--- config.mk ---
export PLATFORM = sky130hd
export DESIGN_NAME = bus_master_port
export DESIGN_NICKNAME = d
export VERILOG_FILES = /design/src/rtl/bus_pkg.sv /design/src/rtl/req_fifo.sv /design/src/rtl/bus_master_port.sv
export SDC_FILE = /design/constraint.sdc
export NUM_CORES = 1
export LEC_CHECK = 0
export CORE_ASPECT_RATIO = 0.8
export CORE_UTILIZATION = 45
export DETAILED_ROUTE_END_ITERATION = 10
export HOLD_SLACK_MARGIN = 0.02
export PLACE_DENSITY = 0.75
export SYNTH_ARGS = -nofsm -noshare
export SYNTH_HDL_FRONTEND = slang
export SYNTH_SLANG_ARGS = --single-unit
--- constraint.sdc ---
create_clock -name clk -period 1.9 [get_ports clk]
set_input_delay 0.38 -clock clk [delete_from_list [all_inputs] [get_ports clk]]
set_output_delay 0.38 -clock clk [all_outputs]
set_load 0.01 [all_outputs]
--- src/rtl/bus_pkg.sv ---
// Shared definitions for the bus master port: field widths, rw encoding,
// FSM state type and the packed request entry held in the request FIFO.
package bus_pkg;

  localparam int ADDR_W  = 10;
  localparam int DATA_W  = 8;
  localparam int ENTRY_W = 1 + ADDR_W + DATA_W;

  localparam logic RW_READ  = 1'b0;
  localparam logic RW_WRITE = 1'b1;

  typedef enum logic [1:0] {
    IDLE    = 2'd0,
    REQ     = 2'd1,
    RD_WAIT = 2'd2
  } state_t;

  typedef struct packed {
    logic              rw;
    logic [ADDR_W-1:0] addr;
    logic [DATA_W-1:0] data;
  } req_t;

endpackage

--- src/rtl/req_fifo.sv ---
// Request FIFO: power-of-two depth, wrapping pointers, occupancy count drives
// full/empty. Head entry is presented combinationally on pop_data.
module req_fifo #(
  parameter int DEPTH = 2,
  parameter int WIDTH = 19
) (
  input  logic             clk,
  input  logic             reset,
  input  logic             push,
  input  logic [WIDTH-1:0] push_data,
  input  logic             pop,
  output logic [WIDTH-1:0] pop_data,
  output logic             full,
  output logic             empty
);

  localparam int PTR_W = (DEPTH > 1) ? $clog2(DEPTH) : 1;
  localparam int CNT_W = $clog2(DEPTH) + 1;
  localparam logic [PTR_W-1:0] PTR_ONE  = PTR_W'(1);
  localparam logic [CNT_W-1:0] CNT_ONE  = CNT_W'(1);
  localparam logic [CNT_W-1:0] CNT_FULL = CNT_W'(DEPTH);

  logic [WIDTH-1:0] mem [DEPTH];
  logic [PTR_W-1:0] wr_ptr;
  logic [PTR_W-1:0] rd_ptr;
  logic [CNT_W-1:0] count;
  logic             do_push;
  logic             do_pop;

  assign full     = (count == CNT_FULL);
  assign empty    = (count == '0);
  assign do_push  = push && !full;
  assign do_pop   = pop && !empty;
  assign pop_data = mem[rd_ptr];

  always_ff @(posedge clk) begin
    if (do_push) begin
      mem[wr_ptr] <= push_data;
    end
  end

  // Simultaneous push and pop leaves the count unchanged.
  always_ff @(posedge clk) begin
    if (reset) begin
      wr_ptr <= '0;
      rd_ptr <= '0;
      count  <= '0;
    end else begin
      if (do_push) begin
        wr_ptr <= wr_ptr + PTR_ONE;
      end
      if (do_pop) begin
        rd_ptr <= rd_ptr + PTR_ONE;
      end
      unique case ({do_push, do_pop})
        2'b10:   count <= count + CNT_ONE;
        2'b01:   count <= count - CNT_ONE;
        default: count <= count;
      endcase
    end
  end

endmodule

--- src/rtl/bus_master_port.sv ---
// Core-side request queue feeding a single-outstanding bus master that
// requests arbitration, issues the head request and returns read data.
//
// state   | meaning
// IDLE    | no bus activity; move to REQ once the FIFO holds a request
// REQ     | bus_request high, head request driven; wait for bus_grant
// RD_WAIT | read granted; count down READ_LATENCY, then pulse resp_valid
module bus_master_port
  import bus_pkg::*;
#(
  parameter int DEPTH        = 2,
  parameter int READ_LATENCY = 2
) (
  input  logic              clk,
  input  logic              reset,
  input  logic              req_valid,
  output logic              req_ready,
  input  logic              req_rw,
  input  logic [ADDR_W-1:0] req_addr,
  input  logic [DATA_W-1:0] req_wdata,
  output logic              resp_valid,
  output logic [DATA_W-1:0] resp_rdata,
  output logic              bus_request,
  input  logic              bus_grant,
  output logic [ADDR_W-1:0] bus_address,
  output logic [DATA_W-1:0] bus_wdata,
  output logic              bus_rw,
  input  logic [DATA_W-1:0] bus_rdata
);

  localparam int CNT_W = $clog2(READ_LATENCY + 1);
  localparam logic [CNT_W-1:0] CNT_ONE  = CNT_W'(1);
  localparam logic [CNT_W-1:0] CNT_LOAD = CNT_W'(READ_LATENCY);

  state_t           state;
  logic [CNT_W-1:0] lat_cnt;
  req_t             push_entry;
  req_t             head;
  logic             fifo_full;
  logic             fifo_empty;
  logic             fifo_push;
  logic             fifo_pop;

  assign req_ready  = !fifo_full;
  assign fifo_push  = req_valid && req_ready;
  assign push_entry = '{rw: req_rw, addr: req_addr, data: req_wdata};

  // Grants are only honoured while a request is actually on the bus.
  assign fifo_pop = (state == REQ) && bus_grant;

  req_fifo #(
    .DEPTH (DEPTH),
    .WIDTH (ENTRY_W)
  ) u_req_fifo (
    .clk       (clk),
    .reset     (reset),
    .push      (fifo_push),
    .push_data (push_entry),
    .pop       (fifo_pop),
    .pop_data  (head),
    .full      (fifo_full),
    .empty     (fifo_empty)
  );

  always_ff @(posedge clk) begin
    if (reset) begin
      state       <= IDLE;
      lat_cnt     <= '0;
      bus_request <= 1'b0;
      resp_valid  <= 1'b0;
      resp_rdata  <= '0;
      bus_rw      <= RW_READ;
      bus_address <= '0;
      bus_wdata   <= '0;
    end else begin
      resp_valid <= 1'b0;
      unique case (state)
        IDLE: begin
          if (!fifo_empty) begin
            state       <= REQ;
            bus_request <= 1'b1;
            bus_rw      <= head.rw;
            bus_address <= head.addr;
            bus_wdata   <= head.data;
          end
        end
        REQ: begin
          if (bus_grant) begin
            bus_request <= 1'b0;
            if (head.rw == RW_WRITE) begin
              state <= IDLE;
            end else begin
              lat_cnt <= CNT_LOAD;
              state   <= RD_WAIT;
            end
          end
        end
        RD_WAIT: begin
          lat_cnt <= lat_cnt - CNT_ONE;
          // Last wait cycle: this edge is grant+READ_LATENCY, data is valid.
          if (lat_cnt == CNT_ONE) begin
            resp_valid <= 1'b1;
            resp_rdata <= bus_rdata;
            state      <= IDLE;
          end
        end
        default: begin
          state <= IDLE;
        end
      endcase
    end
  end

endmodule
==> run summary, run 1 <==
WORST SETUP PATH
--------------------------------------------------------------------------------------
Number of cells on the worst reg-to-reg path                                         5
Critical path capture point type                                          primary output
Worst flop-to-flop path startpoint                                        u_req_fifo.count[0]$_SDFFE_PP0P_
Capture point of the worst reg-to-reg path                                u_req_fifo.count[1]$_SDFFE_PP0P_
Category of the most critical setup path                                  flip-flop to primary output
Reg-to-reg slack, setup                                                         300 ps
Top fanout value on the critical path                                                5
Cells along the critical path                                             nand2b_2 > clkdlybuf4s50_1
Slowest CP cell                                                           sky130_fd_sc_hd__clkdlybuf4s50_1
Required @ worst endpoint                                                      1520 ps
Max stage delay on crit path                                                    540 ps
Startpoint kind of the worst setup timing path                               flip-flop
Arr. time, crit path                                                           1430 ps

ROUTING
--------------------------------------------------------------------------------------
Total DRC errors in the routed layout                                                0
Detailed-routing iteration count for the pre-antenna-repair pass                     4
Post-Route WL                                                                  5.07 mm
DRT iter0 DRCs                                                                      43
Drt via density                                                                   4.99
Vias                                                                              1800
Routed len/inst                                                                14.0 um
ANT nets after route                                                                 0

CLOCK NETWORK
--------------------------------------------------------------------------------------
Cts bufs inserted                                                                    9
Cell chosen for the clock root                                            sky130_fd_sc_hd__clkbuf_8
CTS tree                                                                          done
Clock Pin Slew Worst Setup and Hold Paths                                        70 ps
Clock latency on the worst-skew pair                                            340 ps
Post-CTS setup buffer count                                                          0
Max Root-Sink Buffers                                                                2
CTS H-tree lvls                                                                      3
Clock net sink count                                                                76

SYNTHESIS
--------------------------------------------------------------------------------------
Netlist cell types                                                                  29
Count of state elements after synthesis                                             76
Top cells by count, synth                                                 sky130_fd_sc_hd__dfxtp_1, sky130_fd_sc_hd__edfxtp_1, sky130_fd_sc_hd__mux2i_1
Synthesized area per cell                                                     13.7 um2
Top flip-flop cell by instance count after synthesis                      sky130_fd_sc_hd__edfxtp_1
Synthesized netlist net count                                                      236
Share of the synthesized area in the top cell type                               0.409
Number of flops mapped to enable cells by yosys                                     38
Top cells by area in the synthesized netlist                              sky130_fd_sc_hd__edfxtp_1, sky130_fd_sc_hd__dfxtp_1, sky130_fd_sc_hd__mux2i_1, sky130_fd_sc_hd__a211oi_1, sky130_fd_sc_hd__a21oi_1
Share of synthesized registers carrying an async set or reset                        0
Cell area after synthesis                                                     2790 um2
Number of cells produced by synthesis                                              203
Library cell with the largest summed area after synthesis                 sky130_fd_sc_hd__edfxtp_1
Sequential element share of the synthesized area                                 0.682
Synthesis Warnings                                                                   0

FLOORPLAN
--------------------------------------------------------------------------------------
Die extent in x                                                                90.0 um
Die height                                                                     72.4 um
IO Pins                                                                             61
Die Footprint                                                                 6520 um2
Core ar.                                                                      5940 um2
Core Rows                                                                           25
Effective utilization at floorplan                                               0.469

FINAL LAYOUT
--------------------------------------------------------------------------------------
Number of diodes added for antenna fixing                                            0
Final #Nets                                                                        308
Layout cells sized above 1                                                       0.118
Area delta synth->final                                                          33.8%
Multi-input logic area                                                         811 um2
Sequential standard cell area                                                 1900 um2
Non-filler cells, final                                                            361
Fill cells                                                                         491

PWR
--------------------------------------------------------------------------------------
Internal power contribution                                                  0.00303 W
P_sw                                                                         0.00106 W
Maximum vdd ir drop                                                             556 uV
Clock power share                                                                0.283
Share of power burned in combinational logic                                     0.218
Switching Fraction                                                               0.260
Sequential cell fraction of total power                                          0.499
Leakage dissipation                                                            1.34 nW
Pwr Density                                                                1100 nW/um2

GRT
--------------------------------------------------------------------------------------
Grt ovf                                                                              0
Global-route wire length before repair                                         8.47 mm
GRT Resource Usage Total                                                         0.173
Antenna violations before repair                                                     0
Vias in the first global route                                                    1714
Largest net degree at the start of global routing                                   24

OUTCOME
--------------------------------------------------------------------------------------
Status                                                                    complete, no violations

WORST HOLD PATH
--------------------------------------------------------------------------------------
Hold Path End                                                             bus_request$_SDFFE_PP0P_
Path class of the lowest-slack min-delay path                             flip-flop to flip-flop
Worst Hold Path Cells                                                                2
Launch instance of the worst min-delay path                               bus_request$_SDFFE_PP0P_

PLACE
--------------------------------------------------------------------------------------
Placed cell count                                                                  345
Weighted congestion reported at the end of routability-driven placement          0.707
Half-perimeter wire length after placement                                     3.34 mm
I/O Buffers                                                                         60

TIMING
--------------------------------------------------------------------------------------
Slew at the pin closest to its max-slew limit                                   779 ps
Period minus WS final                                                          1810 ps
Unrepaired setup endpoints after global routing                                  false
Smallest hold slack                                                             463 ps
Highest attainable clock frequency                                             551 MHz
Post-Route Skew                                                                6.62 ps
Number of setup violations in the final report                                       0
Aggregate negative setup slack                                                    0 ps
Final Hold Viols                                                                     0
Post-route fraction of the period consumed by the critical path                  0.955
Worst slew margin                                                                0.479
Final Max Slew Viols                                                                 0

JOB
--------------------------------------------------------------------------------------
Count of maximum capacitance violations                                              0

[power by group through the flow]
stage | combinational [W] | clock (W) | sequential [W]
2_1_floorplan | 0.000424 | 0 | 0.00211
3_3_place_gp | 0.000879 | 0 | 0.00208
3_5_place_dp | 0.000899 | 0 | 0.00208
5_1_grt | 0.000987 | 0.00126 | 0.00206
6_report | 0.000895 | 0.00116 | 0.00204
4_1_cts | 0.000903 | 0.00118 | 0.00205
[flip-flops by register name, summed over array words and instances (netlist names), named ones only]
signal	flops
bus_address	10
bus_request	1
bus_rw	1
bus_wdata	8
lat_cnt	2
resp_rdata	8
resp_valid	1
state	2
u_req_fifo.count	2
u_req_fifo.mem	38
u_req_fifo.rd_ptr	1
u_req_fifo.wr_ptr	1
[worst max-delay path by stage]
stage	from	end	slack [ps]	cells past startpoint
3_5_place_dp	bus_grant	u_req_fifo.count[1]$_SDFFE_PP0P_	-30	6
2_1_floorplan	u_req_fifo.count[0]$_SDFFE_PP0P_	u_req_fifo.mem[1][0]$_DFFE_PP_	330	2
6_report	u_req_fifo.count[0]$_SDFFE_PP0P_	req_ready	90	2
4_1_cts	u_req_fifo.count[0]$_SDFFE_PP0P_	req_ready	70	2
5_1_grt	u_req_fifo.count[0]$_SDFFE_PP0P_	req_ready	20	2
3_3_place_gp	bus_grant	u_req_fifo.count[1]$_SDFFE_PP0P_	-5	6
[cell families (layout without fill, tap and decap cells)]
logic type / Yosys count / in the layout / share of synthesized area
flops: 76 / 76 / 0.682
compound gates: 50 / 50 / 0.111
simple gates: 32 / 32 / 0.0664
mux: 27 / 27 / 0.0969
buf+inv: 14 / 91 / 0.0287
fa+ha+maj: 2 / 2 / 0.00897
xor+xnor: 2 / 2 / 0.00628
[worst max-delay path: cells and delay by family, from the launching register on]
family                 cells  cell delay, ps
buffers and inverters      1             540
DFF                        1             380
and+or+nand+nor            1             180
[through the flow]
stage / cell area [um2] / util / power [W] / setup slack, ps
3_3_place_gp: 3540 / 0.596 / 0.00296 / -5.12
5_1_grt: 3730 / 0.628 / 0.00431 / 22.8
2_1_floorplan: 2790 / - / 0.00253 / 329
4_1_cts: 3730 / 0.628 / 0.00413 / 67.7
6_report: 3730 / 0.628 / 0.00410 / 85.0
3_5_place_dp: 3540 / 0.596 / 0.00297 / -31.6
[final cells by class]
type / instances / share of cell area
sequential: 76 / 0.510
multi-input combinational: 113 / 0.217
timing repair buffer: 73 / 0.194
clock buffer: 13 / 0.0399
tap: 81 / 0.0271
clock inverter: 3 / 0.0104
inverter: 2 / 0.00201
[repair_timing]
action	in CTS	in global routing
endpoints found under the hold margin	0	0
gates resized for setup	2	0
hold buffers	0	0
setup endpoints to repair	1	0
[routing by layer]
metal	track usage	vias to the layer above	wire, um
met2	0.270	50	2310
li1	-	896	-
met3	0.0545	9	258
met1	0.221	845	2410
met5	0	-	0
met4	0.0860	0	91
[cells in the final DEF (no fill, tap or decap), types with 2 or more instances in the layout]
master | Yosys | final
sky130_fd_sc_hd__clkdlybuf4s50_1 | 0 | 60
sky130_fd_sc_hd__edfxtp_1 | 38 | 38
sky130_fd_sc_hd__dfxtp_1 | 38 | 37
sky130_fd_sc_hd__mux2i_1 | 27 | 27
sky130_fd_sc_hd__a21oi_1 | 26 | 26
sky130_fd_sc_hd__a211oi_1 | 19 | 19
sky130_fd_sc_hd__nor2_1 | 14 | 14
sky130_fd_sc_hd__buf_4 | 2 | 11
sky130_fd_sc_hd__clkbuf_8 | 0 | 10
sky130_fd_sc_hd__nand2_1 | 3 | 3
sky130_fd_sc_hd__clkbuf_1 | 4 | 3
sky130_fd_sc_hd__inv_1 | 2 | 2
sky130_fd_sc_hd__nand3b_1 | 2 | 2
sky130_fd_sc_hd__or2_2 | 2 | 2
sky130_fd_sc_hd__o21ai_0 | 2 | 2
sky130_fd_sc_hd__or3_1 | 2 | 2
sky130_fd_sc_hd__nand2b_1 | 3 | 2
sky130_fd_sc_hd__ha_1 | 2 | 2
sky130_fd_sc_hd__buf_12 | 0 | 2
(Power assumes the default switching activity.)
==> run 2: changes to the inputs <==
--- a/config.mk
+++ b/config.mk
@@ -7,6 +7,7 @@
 export LEC_CHECK = 0
 export CORE_ASPECT_RATIO = 0.8
 export CORE_UTILIZATION = 45
+export CTS_CLUSTER_DIAMETER = 40
 export DETAILED_ROUTE_END_ITERATION = 10
 export HOLD_SLACK_MARGIN = 0.02
 export PLACE_DENSITY = 0.75
==> constraint.sdc (replaced) <==
create_clock -name clk -period 1.75 [get_ports clk]
set_input_delay 0.35 -clock clk [delete_from_list [all_inputs] [get_ports clk]]
set_output_delay 0.35 -clock clk [all_outputs]
set_load 0.01 [all_outputs]
==> run 2 against run 1 <==
Effect of this change: via count up 1.2%; worst hold slack improved by 8.9 ps; non-clock buffer count is 1 higher; worst setup slack gained 22 ps; clock skew grew 2.7 ps; sequential power rose by 9%; largest cell class unchanged; largest power group unchanged.
==> run summary, run 2 (synthesis gave the netlist of run 1 again) <==
PLACE
--------------------------------------------------------------------------------------
Placed cell count                                                                  346   was 345
Half-perimeter wire length after placement                                     3.42 mm   was 3.34 mm
Post-DP Area                                                                  3550 um2   was 3540 um2
I/O Buffers                                                                         60   unchanged
Weighted congestion reported at the end of routability-driven placement          0.705   was 0.707

WORST HOLD PATH
--------------------------------------------------------------------------------------
Path class of the lowest-slack min-delay path                             flip-flop to flip-flop   unchanged
Worst Hold Path Cells                                                                2   unchanged
Launch instance of the worst min-delay path                               bus_request$_SDFFE_PP0P_   unchanged

FINAL LAYOUT
--------------------------------------------------------------------------------------
Number of diodes added for antenna fixing                                            0   unchanged
Non-filler cells, final                                                            362   was 361
Max FFs per register                                                                38   unchanged
Commonest non-fill, non-tap cell in the layout                            sky130_fd_sc_hd__clkdlybuf4s50_1   unchanged
Layout cells sized above 1                                                       0.117   was 0.118
Fill cells                                                                         486   was 491
Fraction of the core area covered by cells at the end of the flow                0.629   was 0.628
Final #Nets                                                                        309   was 308
Final design area excluding fillers                                           3740 um2   was 3730 um2
Top flop regs                                                             u_req_fifo.mem (38), bus_address (10)   unchanged
Area delta synth->final                                                          34.0%   was 33.8%
Most frequent cells in the layout                                         sky130_fd_sc_hd__clkdlybuf4s50_1, sky130_fd_sc_hd__edfxtp_1, sky130_fd_sc_hd__dfxtp_1   unchanged
Register ranked first by flip-flop count                                  u_req_fifo.mem   unchanged

WORST SETUP PATH
--------------------------------------------------------------------------------------
Critical path capture point type                                          primary output   unchanged
Arr. time, crit path                                                           1290 ps   was 1430 ps
Cells along the critical path                                             clkdlybuf4s50_1   was nand2b_2 > clkdlybuf4s50_1
Buffering stage count on the worst path with inverters included                      1   unchanged
Category of the most critical setup path                                  flip-flop to primary output   unchanged
Number of cells on the worst reg-to-reg path                                         5   unchanged
First element of the critical path                                        bus_wdata[0]$_SDFFE_PP0P_   was u_req_fifo.count[0]$_SDFFE_PP0P_
Family with the most delay on the worst path                              buffers and inverters   unchanged
Startpoint kind of the worst setup timing path                               flip-flop   unchanged
Top fanout value on the critical path                                                2   was 5
Slowest CP cell                                                           sky130_fd_sc_hd__clkdlybuf4s50_1   unchanged
Path length in cells of the critical path                                            1   was 2
Worst flop-to-flop path startpoint                                        u_req_fifo.count[0]$_SDFFE_PP0P_   unchanged
Max stage delay on crit path                                                    580 ps   was 540 ps
Required @ worst endpoint                                                      1400 ps   was 1520 ps

FLOORPLAN
--------------------------------------------------------------------------------------
Core ar.                                                                      5940 um2   unchanged
IO Pins                                                                             61   unchanged
Effective utilization at floorplan                                               0.469   unchanged
Die Footprint                                                                 6520 um2   unchanged
Die extent in x                                                                90.0 um   unchanged
Die height                                                                     72.4 um   unchanged
Core Rows                                                                           25   unchanged

TIMING
--------------------------------------------------------------------------------------
Period minus WS final                                                          1640 ps
Post-route fraction of the period consumed by the critical path                  0.939
Post-Route Skew                                                                9.29 ps   was 6.62 ps
Final Max Slew Viols                                                                 0   unchanged
Unrepaired setup endpoints after global routing                                  false   unchanged
Number of setup violations in the final report                                       0   unchanged
Highest attainable clock frequency                                             609 MHz
Final Hold Viols                                                                     0   unchanged
Aggregate negative setup slack                                                    0 ps   unchanged
Worst slew margin                                                                0.488   was 0.479
Slew at the pin closest to its max-slew limit                                   766 ps   was 779 ps
Smallest hold slack                                                             472 ps   was 463 ps

CLOCK NETWORK
--------------------------------------------------------------------------------------
CTS tree                                                                          done   unchanged
Cts bufs inserted                                                                    9   unchanged
Clock Pin Slew Worst Setup and Hold Paths                                        70 ps   about the same
Clock net sink count                                                                76   unchanged
Clock latency on the worst-skew pair                                            340 ps   about the same
Post-CTS Hold Fix Bufs                                                               0   unchanged
Total of cells resized after clock tree synthesis                                    3   was 2
Max Root-Sink Buffers                                                                2   unchanged
CTS H-tree lvls                                                                      3   unchanged
Cell chosen for the clock root                                            sky130_fd_sc_hd__clkbuf_8   unchanged
Post-CTS setup buffer count                                                          0   unchanged

PWR
--------------------------------------------------------------------------------------
Maximum vdd ir drop                                                             661 uV   was 556 uV
Leakage dissipation                                                            1.34 nW   about the same
Pwr Density                                                                1190 nW/um2   was 1100 nW/um2

GRT
--------------------------------------------------------------------------------------
Largest net degree at the start of global routing                                   24   unchanged
Vias in the first global route                                                    1810   was 1714
Antenna violations before repair                                                     0   unchanged
Global-route wire length before repair                                         8.67 mm   was 8.47 mm
Grt ovf                                                                              0   unchanged
GRT Resource Usage Total                                                         0.177   was 0.173

ROUTING
--------------------------------------------------------------------------------------
Routed len/inst                                                                14.4 um   was 14.0 um
Post-Route WL                                                                  5.20 mm   was 5.07 mm
DRT iter0 DRCs                                                                      76   was 43
Vias                                                                              1821   was 1800
Detailed-routing iteration count for the pre-antenna-repair pass                     4   unchanged
ANT nets after route                                                                 0   unchanged
Drt via density                                                                   5.03   was 4.99
Total DRC errors in the routed layout                                                0   unchanged

OUTCOME
--------------------------------------------------------------------------------------
Status                                                                    complete, no violations   unchanged

JOB
--------------------------------------------------------------------------------------
Count of maximum capacitance violations                                              0   unchanged

==> run 2: cell types whose count changed in the layout (fill, tap and decap cells not counted) <==
cell,previous run,this run
sky130_fd_sc_hd__clkinv_1,1,2
sky130_fd_sc_hd__dlygate4sd2_1,0,1
sky130_fd_sc_hd__clkdlybuf4s50_1,60,59
sky130_fd_sc_hd__clkinv_2,1,0
sky130_fd_sc_hd__buf_4,11,12
==> run 2: worst paths after layout <==
kind	slack, ps	endpoint
min	470	bus_request$_SDFFE_PP0P_
max reg2reg	150	u_req_fifo.count[1]$_SDFFE_PP0P_
min reg2reg	470	bus_request$_SDFFE_PP0P_
max	110	bus_wdata[0]
==> run 2: metal layers <==
metal | wire length [um] | share of wire | track usage | vias up
met2 | 2540 | 0.49 | 0.297 | 61
met5 | 0 | 0 | 0 | -
met4 | 29 | 0.0056 | 0.0591 | 0
met3 | 343 | 0.066 | 0.0776 | 4
met1 | 2290 | 0.44 | 0.207 | 860
li1 | - | - | - | 896
==> run 2: through the flow <==
step                      worst slack (ps)  power (W)
final                                  107    0.00445
after detailed placement              -147    0.00323
after global routing                  43.9    0.00467
after global placement                -132    0.00321
after floorplan                        179    0.00275
after CTS                             93.3    0.00450
==> run 2: cell type report <==
type                       instances  area (um2)  share of cell area
clock buffer                      13         149              0.0398
clock inverter                     3        37.5              0.0100
inverter                           2        7.51             0.00201
multi-input combinational        113         811               0.217
sequential                        76        1900               0.509
tap                               81         101              0.0271
timing repair buffer              74         729               0.195
==> run 2: power breakdown <==
part	total [W]	internal (W)	switching, W
Clock	0.00126	0.000690	0.000567
Combinational	0.000968	0.000502	0.000466
Sequential	0.00222	0.00210	0.000123
Total	0.00445	0.00329	0.00116
==> run 2: tightest hold or removal path, stage by stage, from the launching register on <==
cell and delay (ps):
sky130_fd_sc_hd__dfxtp_1 310, sky130_fd_sc_hd__nand2_1 60, sky130_fd_sc_hd__a21oi_1 60
==> run 3: changes to the inputs <==
--- a/config.mk
+++ b/config.mk
@@ -11,6 +11,9 @@
 export DETAILED_ROUTE_END_ITERATION = 10
 export HOLD_SLACK_MARGIN = 0.02
 export PLACE_DENSITY = 0.75
+export SETUP_SLACK_MARGIN = 0.2
+export SKIP_LAST_GASP = 1
+export SLEW_MARGIN = 30
 export SYNTH_ARGS = -nofsm -noshare
 export SYNTH_HDL_FRONTEND = slang
 export SYNTH_SLANG_ARGS = --single-unit
==> run 3 against run 2 <==
Effect of this change: count of clock-buffer cells in the layout rose by 2; utilization barely moved; largest cell class unchanged; register-to-register slack improved by 110 ps; sequential share of layout area rose by 0.12 points; total power fell by 2.2%; final cell count rose by 0.55%; clock skew fell by 2.3 ps; critical path depth rose by 4; worst setup slack improved by 150 ps; worst hold slack improved by 11 ps.
==> run summary, run 3 (synthesis gave the netlist of run 1 again) <==
FINAL LAYOUT
--------------------------------------------------------------------------------------
Most frequent cells in the layout                                         sky130_fd_sc_hd__edfxtp_1, sky130_fd_sc_hd__dfxtp_1, sky130_fd_sc_hd__dlygate4sd2_1, sky130_fd_sc_hd__clkdlybuf4s50_1, sky130_fd_sc_hd__mux2i_1   was sky130_fd_sc_hd__clkdlybuf4s50_1, sky130_fd_sc_hd__edfxtp_1, sky130_fd_sc_hd__dfxtp_1
Sequential standard cell area                                                 1910 um2   was 1900 um2
Max FFs per register                                                                38   unchanged
Non-filler cells, final                                                            364   was 362
Number of diodes added for antenna fixing                                            0   unchanged
Commonest non-fill, non-tap cell in the layout                            sky130_fd_sc_hd__edfxtp_1   was sky130_fd_sc_hd__clkdlybuf4s50_1
Fraction of the core area covered by cells at the end of the flow                0.629   about the same
Area delta synth->final                                                          33.9%   was 34.0%
Final #Nets                                                                        311   was 309
Top flop regs                                                             u_req_fifo.mem (38), bus_address (10)   unchanged
Fill cells                                                                         466   was 486
Final design area excluding fillers                                           3740 um2   about the same
Layout cells sized above 1                                                       0.145   was 0.117
Register ranked first by flip-flop count                                  u_req_fifo.mem   unchanged
Multi-input logic area                                                         820 um2   was 811 um2

TIMING
--------------------------------------------------------------------------------------
Final Hold Viols                                                                     0   unchanged
Aggregate negative setup slack                                                    0 ps   unchanged
Final Max Slew Viols                                                                 0   unchanged
Post-Route Skew                                                                7.00 ps   was 9.29 ps
Post-route fraction of the period consumed by the critical path                  0.852   was 0.939
Highest attainable clock frequency                                             671 MHz   was 609 MHz
Final critical-path setup slack                                                 260 ps   was 107 ps
Slew at the pin closest to its max-slew limit                                   576 ps   was 766 ps
Unrepaired setup endpoints after global routing                                  false   unchanged
Period minus WS final                                                          1490 ps   was 1640 ps
Number of setup violations in the final report                                       0   unchanged
Worst slew margin                                                                0.615   was 0.488

WORST SETUP PATH
--------------------------------------------------------------------------------------
Required @ worst endpoint                                                      2020 ps   was 1400 ps
Critical path capture point type                                             flip-flop   was primary output
Arr. time, crit path                                                           1760 ps   was 1290 ps
Category of the most critical setup path                                  flip-flop to flip-flop   was flip-flop to primary output
Top fanout value on the critical path                                                5   was 2
Startpoint kind of the worst setup timing path                               flip-flop   unchanged

CLOCK NETWORK
--------------------------------------------------------------------------------------
Clock net sink count                                                                76   unchanged
Cell chosen for the clock root                                            sky130_fd_sc_hd__clkbuf_8   unchanged
Max Root-Sink Buffers                                                                2   unchanged
Cts bufs inserted                                                                    9   unchanged
Clock latency on the worst-skew pair                                            340 ps   about the same
CTS H-tree lvls                                                                      3   unchanged
CTS tree                                                                          done   unchanged
Clock Pin Slew Worst Setup and Hold Paths                                        70 ps   about the same
Post-CTS Hold Fix Bufs                                                               0   unchanged

FLOORPLAN
--------------------------------------------------------------------------------------
Core Rows                                                                           25   unchanged
Die Footprint                                                                 6520 um2   unchanged
Effective utilization at floorplan                                               0.469   unchanged
IO Pins                                                                             61   unchanged
Core ar.                                                                      5940 um2   unchanged
Die extent in x                                                                90.0 um   unchanged
Die height                                                                     72.4 um   unchanged

PLACE
--------------------------------------------------------------------------------------
Setup Slack @ Placement                                                        -169 ps   was -147 ps
Placed cell count                                                                  347   was 346
I/O Buffers                                                                         60   unchanged
Weighted congestion reported at the end of routability-driven placement          0.713   was 0.705
Half-perimeter wire length after placement                                     3.54 mm   was 3.42 mm
Post-DP Area                                                                  3560 um2   was 3550 um2

PWR
--------------------------------------------------------------------------------------
Maximum vdd ir drop                                                             652 uV   was 661 uV
Pwr Density                                                                1160 nW/um2   was 1190 nW/um2
Leakage dissipation                                                            1.49 nW   was 1.34 nW

GRT
--------------------------------------------------------------------------------------
Largest net degree at the start of global routing                                   21   was 24
Global-route wire length before repair                                         8.66 mm   was 8.67 mm
GRT Resource Usage Total                                                         0.174   was 0.177
Antenna violations before repair                                                     0   unchanged
Vias in the first global route                                                    1834   was 1810
Grt ovf                                                                              0   unchanged

OUTCOME
--------------------------------------------------------------------------------------
Status                                                                    complete, no violations   unchanged

ROUTING
--------------------------------------------------------------------------------------
Vias                                                                              1835   was 1821
Drt via density                                                                   5.04   was 5.03
Post-Route WL                                                                  5.29 mm   was 5.20 mm
Total DRC errors in the routed layout                                                0   unchanged
Routed len/inst                                                                14.5 um   was 14.4 um
Detailed-routing iteration count for the pre-antenna-repair pass                     4   unchanged
ANT nets after route                                                                 0   unchanged
DRT iter0 DRCs                                                                      83   was 76

WORST HOLD PATH
--------------------------------------------------------------------------------------
Path class of the lowest-slack min-delay path                             flip-flop to flip-flop   unchanged

JOB
--------------------------------------------------------------------------------------
Count of maximum capacitance violations                                              0   unchanged

[run 3: changes by cell type in the layout (fill, tap and decap cells not counted), sizes merged]
cell / previous run / this run
clkdlybuf4s50: 59 / 29
bufinv: 1 / 0
clkinv: 2 / 0
inv: 2 / 3
buf: 14 / 16
dlygate4sd2: 1 / 29
dlymetal6s2s: 0 / 1
clkbuf: 13 / 16
[run 3: worst max-delay path: stages, from the launching register on]
cell and delay, ps:
sky130_fd_sc_hd__dfxtp_1 460, sky130_fd_sc_hd__nand2b_2 140, sky130_fd_sc_hd__nand2_1 90, sky130_fd_sc_hd__ha_1 230
sky130_fd_sc_hd__or3_1 370, sky130_fd_sc_hd__a21oi_1 140
[run 3: area by class of cell]
| type | count | area share |
|---|---|---|
| timing repair buffer | 76 | 0.193 |
| tap | 81 | 0.0271 |
| clock inverter | 1 | 0.00167 |
| multi-input combinational | 113 | 0.219 |
| clock buffer | 15 | 0.0472 |
| sequential | 76 | 0.510 |
| inverter | 2 | 0.00201 |
[run 3: stage by stage]
stage / power (W) / hold slack (ps)
2_1_floorplan: 0.00275 / 449
3_3_place_gp: 0.00320 / 471
6_report: 0.00435 / 483
5_1_grt: 0.00457 / 509
4_1_cts: 0.00434 / 469
3_5_place_dp: 0.00322 / 459
[run 3: path summary, 6_finish.rpt]
path | startpoint | end | slack, ps | cells after the start
worst max-delay path | u_req_fifo.count[1]$_SDFFE_PP0P_ | u_req_fifo.count[1]$_SDFFE_PP0P_ | 260 | 5
worst min-delay path | lat_cnt[1]$_SDFFE_PP0P_ | lat_cnt[1]$_SDFFE_PP0P_ | 480 | 2
worst max register to register | u_req_fifo.count[1]$_SDFFE_PP0P_ | u_req_fifo.count[1]$_SDFFE_PP0P_ | 260 | 5
worst min register to register | lat_cnt[1]$_SDFFE_PP0P_ | lat_cnt[1]$_SDFFE_PP0P_ | 480 | 2
[run 3: repair_timing]
action,4_1_cts,5_1_grt
setup buffers,0,1
pin swaps,0,1
endpoints found under the setup margin,30,10
resized for setup,33,6
endpoints found under the hold margin,0,0
gates cloned,0,0
[run 3: where the power goes]
group / switching [W] / total, W / internal, W
clock network: 0.000574 / 0.00121 / 0.000635
logic: 0.000474 / 0.000921 / 0.000447
registers: 0.000119 / 0.00222 / 0.00210
total: 0.00117 / 0.00435 / 0.00318
[run 3: routing by layer]
layer / global-route usage / up-vias / wire [um]
met1: 0.205 / 870 / 2320
met4: 0.0663 / 0 / 49
met5: 0 / - / 0
met3: 0.0681 / 6 / 372
met2: 0.293 / 58 / 2550
li1: - / 901 / -
